**config.mk**
```make
export PLATFORM = sky130hd
export DESIGN_NAME = crc32_engine
export DESIGN_NICKNAME = d
export VERILOG_FILES = /design/src/rtl/crc32_rx_checker_pkg.sv /design/src/rtl/crc32_rx_checker_engine.sv
export SDC_FILE = /design/constraint.sdc
export NUM_CORES = 1
export LEC_CHECK = 0
export BUFFER_PORTS_ARGS = -buffer_cell sky130_fd_sc_hd__buf_2
export CORE_MARGIN = 1
export CORE_UTILIZATION = 60
export CTS_CLUSTER_DIAMETER = 200
export DETAILED_ROUTE_END_ITERATION = 8
export GPL_TIMING_DRIVEN = 0
export PLACE_DENSITY = 0.8
export SLEW_MARGIN = 5
export SYNTH_ARGS = -nofsm -noshare
export SYNTH_HDL_FRONTEND = slang
export SYNTH_SLANG_ARGS = --single-unit
```
**constraint.sdc**
```tcl
create_clock -name clk -period 5 [get_ports clk]
set_input_delay 0.75 -clock clk [delete_from_list [all_inputs] [get_ports clk]]
set_output_delay 0.75 -clock clk [all_outputs]
set_load 0.02 [all_outputs]
```
**src/rtl/crc32_rx_checker_pkg.sv**
```systemverilog
`default_nettype none
// ============================================================================
// Package  : crc32_pkg
// Brief    : CRC-32 constants, receive-checker state encoding and the
//            byte-wise CRC update shared by receive and transmit paths.
// Revision : 1.0 - initial release
// ============================================================================
package crc32_pkg;

    localparam logic [31:0] CRC_POLY      = 32'h04C1_1DB7;
    localparam logic [31:0] CRC_POLY_REFL = 32'hEDB8_8320;  // bit-reversed CRC_POLY
    localparam logic [31:0] CRC_INIT      = 32'hFFFF_FFFF;
    localparam logic [31:0] CRC_XOROUT    = 32'hFFFF_FFFF;

    typedef enum logic [1:0] {
        IDLE   = 2'd0,
        FILL   = 2'd1,
        STREAM = 2'd2,
        CHECK  = 2'd3
    } crc32_state_e;

    // Reflected: LSB-first into a reflected register; otherwise MSB-first.
    function automatic logic [31:0] crc32_byte_next(
        input logic [31:0] crc,
        input logic [7:0]  data,
        input logic        reflected
    );
        logic [31:0] c;
        c = crc;
        if (reflected) begin
            c = c ^ {24'd0, data};
            for (int i = 0; i < 8; i++) begin
                c = c[0] ? ((c >> 1) ^ CRC_POLY_REFL) : (c >> 1);
            end
        end else begin
            c = c ^ {data, 24'd0};
            for (int i = 0; i < 8; i++) begin
                c = c[31] ? ((c << 1) ^ CRC_POLY) : (c << 1);
            end
        end
        return c;
    endfunction

endpackage
`default_nettype wire

```
**src/rtl/crc32_rx_checker_engine.sv**
```systemverilog
`default_nettype none
// ============================================================================
// Module   : crc32_engine
// Brief    : CRC-32 register with init/enable; crc_next is the register value
//            with this cycle's byte applied when en is high.
// Revision : 1.0 - initial release
// ============================================================================
module crc32_engine
    import crc32_pkg::*;
(
    input  logic        clk,
    input  logic        rst,
    input  logic        init,
    input  logic        en,
    input  logic        mode,
    input  logic [7:0]  data,
    output logic [31:0] crc_next
);

    logic [31:0] r_crc;

    // mode 0 is the reflected IEEE variant
    assign crc_next = en ? crc32_byte_next(r_crc, data, ~mode) : r_crc;

    always_ff @(posedge clk) begin
        if (rst) begin
            r_crc <= CRC_INIT;
        end else if (init) begin
            r_crc <= CRC_INIT;
        end else if (en) begin
            r_crc <= crc_next;
        end
    end

endmodule
`default_nettype wire

```
==> flow_metrics.py <==
metrics = {
    "clock_network": {
        "root_buffer": "clkbuf_8",
        "post-cts-setup-buffers": 0,
        "clk_path_buf_depth": 2,
        "cts_sinks": 32,
        "clk_latency_ns": 0.29,
        "post_cts_resized": 0,
        "clk_pin_slew_worst_paths_ns": 0.06,
        "cts_tree": "yes",
        "cts_buffers": 5,
        "htree_levels": 2,
        "cts_hold_buffers": 0,
    },
    "finish": {
        "final_layout_size_suffix_gt1_share_pct": 21.8,
        "final_cell_mix": "81 x xnor2_1, 45 x buf_2, 32 x dfxtp_1",
        "largest_reg_flops": 32,
        "largest-register": "r_crc",
        "final_common_cell": "xnor2_1",
        "syn_to_final_growth_pct": 12.0,
        "largestRegisters": "r_crc: 32 flops",
        "diodes": 0,
        "n_fill_cell": 371,
        "nNetsFinal": 376,
    },
    "critical_path": {
        "rr_startpoint": "r_crc[24]$_SDFFE_PP1P_",
        "r2r_end": "r_crc[7]$_SDFFE_PP1P_",
        "critPathLaunch": "data[7]",
        "setup.worst_path.end": "crc_next[26]",
        "start_kind": "input pin",
        "r2r_cells": 6,
        "path_class": "in -> out",
        "cp_max_fo": 4,
        "arrival_ns": 2.94,
        "required_ns": 4.25,
        "rrSetupSlack_ns": 2.50,
        "endpoint_kind": "output port",
    },
    "power_and_ir_drop": {
        "finalPower_mw": 1.41,
        "power_per_cell_area_mw_per_mm2": 402,
        "peakVddDrop_mv": 0.243,
        "leakagePower_nw": 1.42,
    },
    "route": {
        "initialDrtViolationCount": 203,
        "wl_per_cell_um": 19.3,
        "drtAntennaViolNets": 0,
        "viasPerCell": 5.62,
        "drcViolationCount": 0,
        "first_pass_iters": 5,
        "dr_total_vias": 2416,
        "finalWirelength_um": 8310,
    },
    "timing": {
        "max_slew.worst_pin.slew_ns": 0.770,
        "maxSlewViolCount": 0,
        "finalHoldViolCount": 0,
        "max_freq_mhz": 271,
        "fin_ws_ns": 1.31,
        "tns_ns": 0,
        "rsz0062_at_grt": "no",
        "slew_headroom_pct": 48.7,
        "setup_viol": 0,
        "period_minus_slack_ns": 3.69,
        "period_share_pct": 73.8,
        "clock_skew_ns": 0.00904,
    },
    "die": {
        "num_rows": 25,
        "die_area_mm2": 0.00550,
        "pin_count": 45,
        "die_w_um": 74.2,
        "initial_core_util_pct": 64.1,
        "die_y_um": 74.2,
        "coreArea_mm2": 0.00488,
    },
    "synth": {
        "syn_area_per_cell_um2": 9.99,
        "syn_nets": 326,
        "postSynthCellCount": 313,
        "syn_area_mm2": 0.00313,
        "ys_seq_area_share_pct": 20.5,
        "synth-seq-cells": 32,
        "ys_types": 31,
        "yosysWarnings": 0,
    },
    "global_routing": {
        "track_usage_pct": 33.4,
        "grt_antenna_before_repair": 0,
        "grt_pass1_vias": 2385,
        "grt_pass1_wl_um": 12800,
        "grt-ovfl-total": 0,
        "grt_max_degree": 11,
    },
    "place": {
        "place_ws_ns": 1.36,
        "place_congestion": 0.938,
        "port_buffers": 43,
        "dp_hpwl_um": 6180,
    },
    "worst_hold_path": {
        "hold_path.class": "reg -> reg",
    },
    "job": {
        "maxCapViolations": 0,
    },
    "run_status": {
        "status": "finished, final reports clean",
    },
}
metal layers:
layer,track usage [%],up-vias,routed length [µm]
met5,0,-,0
met1,43.7,1139,3640
met4,15.2,0,318
met2,53.0,107,3800
met3,6.91,30,563
li1,-,1140,-
area by class of cell:
type	instances	area [µm²]	share of cell area, %
clock inverter	1	5.00	0.143
timing repair buffer	43	215	6.15
tap	67	83.8	2.39
buffer	16	62.6	1.79
clock buffer	6	72.6	2.07
multi-input combinational	260	2400	68.6
inverter	5	18.8	0.536
sequential	32	641	18.3
how the worst min path moves through the flow:
| stage | startpoint | endpoint | slack, ns | depth (start not counted) |
|---|---|---|---|---|
| 4_1_cts | r_crc[11]$_SDFFE_PP1P_ | r_crc[11]$_SDFFE_PP1P_ | 0.57 | 2 |
| 5_1_grt | r_crc[11]$_SDFFE_PP1P_ | r_crc[11]$_SDFFE_PP1P_ | 0.61 | 2 |
| 6_report | r_crc[11]$_SDFFE_PP1P_ | r_crc[11]$_SDFFE_PP1P_ | 0.57 | 2 |
| 3_5_place_dp | r_crc[11]$_SDFFE_PP1P_ | r_crc[11]$_SDFFE_PP1P_ | 0.56 | 2 |
| 3_3_place_gp | r_crc[11]$_SDFFE_PP1P_ | r_crc[11]$_SDFFE_PP1P_ | 0.55 | 2 |
| 2_1_floorplan | r_crc[11]$_SDFFE_PP1P_ | r_crc[11]$_SDFFE_PP1P_ | 0.52 | 2 |
critical path: stages:
cell	delay, ns
buf_2	0.15
xnor2_1	0.54
xnor3_1	0.52
xnor3_1	0.38
mux2i_1	0.15
nand2_1	0.08
o21ai_0	0.15
buf_2	0.22
metrics by stage:
step                      util [%]  area (µm²)  hold WS (ns)  cells
after floorplan                  -        3130         0.520    313
after global placement        70.2        3420         0.553    423
after detailed placement      70.2        3420         0.562    423
after CTS                     71.8        3500         0.570    430
after global routing          71.8        3500         0.615    430
final                         71.8        3500         0.573    430
power by group:
group | total [mW] | leakage (nW) | internal (mW) | switching [mW]
Sequential | 0.303 | 0.263 | 0.276 | 0.0276
Clock | 0.192 | 0.0410 | 0.0945 | 0.0976
Combinational | 0.911 | 1.12 | 0.422 | 0.489
Total | 1.41 | 1.42 | 0.793 | 0.615
cells by family (layout without fill, tap and decap cells):
group                     Yosys count  in the layout  share of synthesized area (%)
AOI/OAI and AO/OA                  52             52                           11.8
xor gates and xnor gates          145            145                           53.6
buffers and inverters              21             71                           2.60
DFF                                32             32                           20.5
muxes                               6              6                           2.00
and+or+nand+nor                    57             57                           9.45
Yosys cell counts:
cell type	n	area, µm²
a21o_1	2	15.0
xnor3_2	1	23.8
clkbuf_1	14	52.6
a22oi_1	9	67.6
a221o_1	11	110
xnor2_4	5	138
xor2_1	29	254
a22o_1	1	8.76
o221ai_1	1	8.76
dfxtp_1	32	641
xnor2_2	15	244
nand2b_1	26	163
o2bb2ai_1	1	8.76
o21ai_1	11	55.1
mux2i_1	4	40.0
inv_1	5	18.8
nand3_1	1	5.00
and2_1	1	6.26
nand2_1	9	33.8
o211ai_1	6	45.0
mux2_2	2	22.5
o21ai_0	3	15.0
a21oi_1	7	35.0
xnor2_1	81	709
xor2_4	2	55.1
nor2_1	15	56.3
xor3_1	1	23.8
nor2b_1	5	31.3
xnor3_1	8	180
buf_2	2	10.0
xor2_2	3	48.8
(Power assumes the default switching activity.)
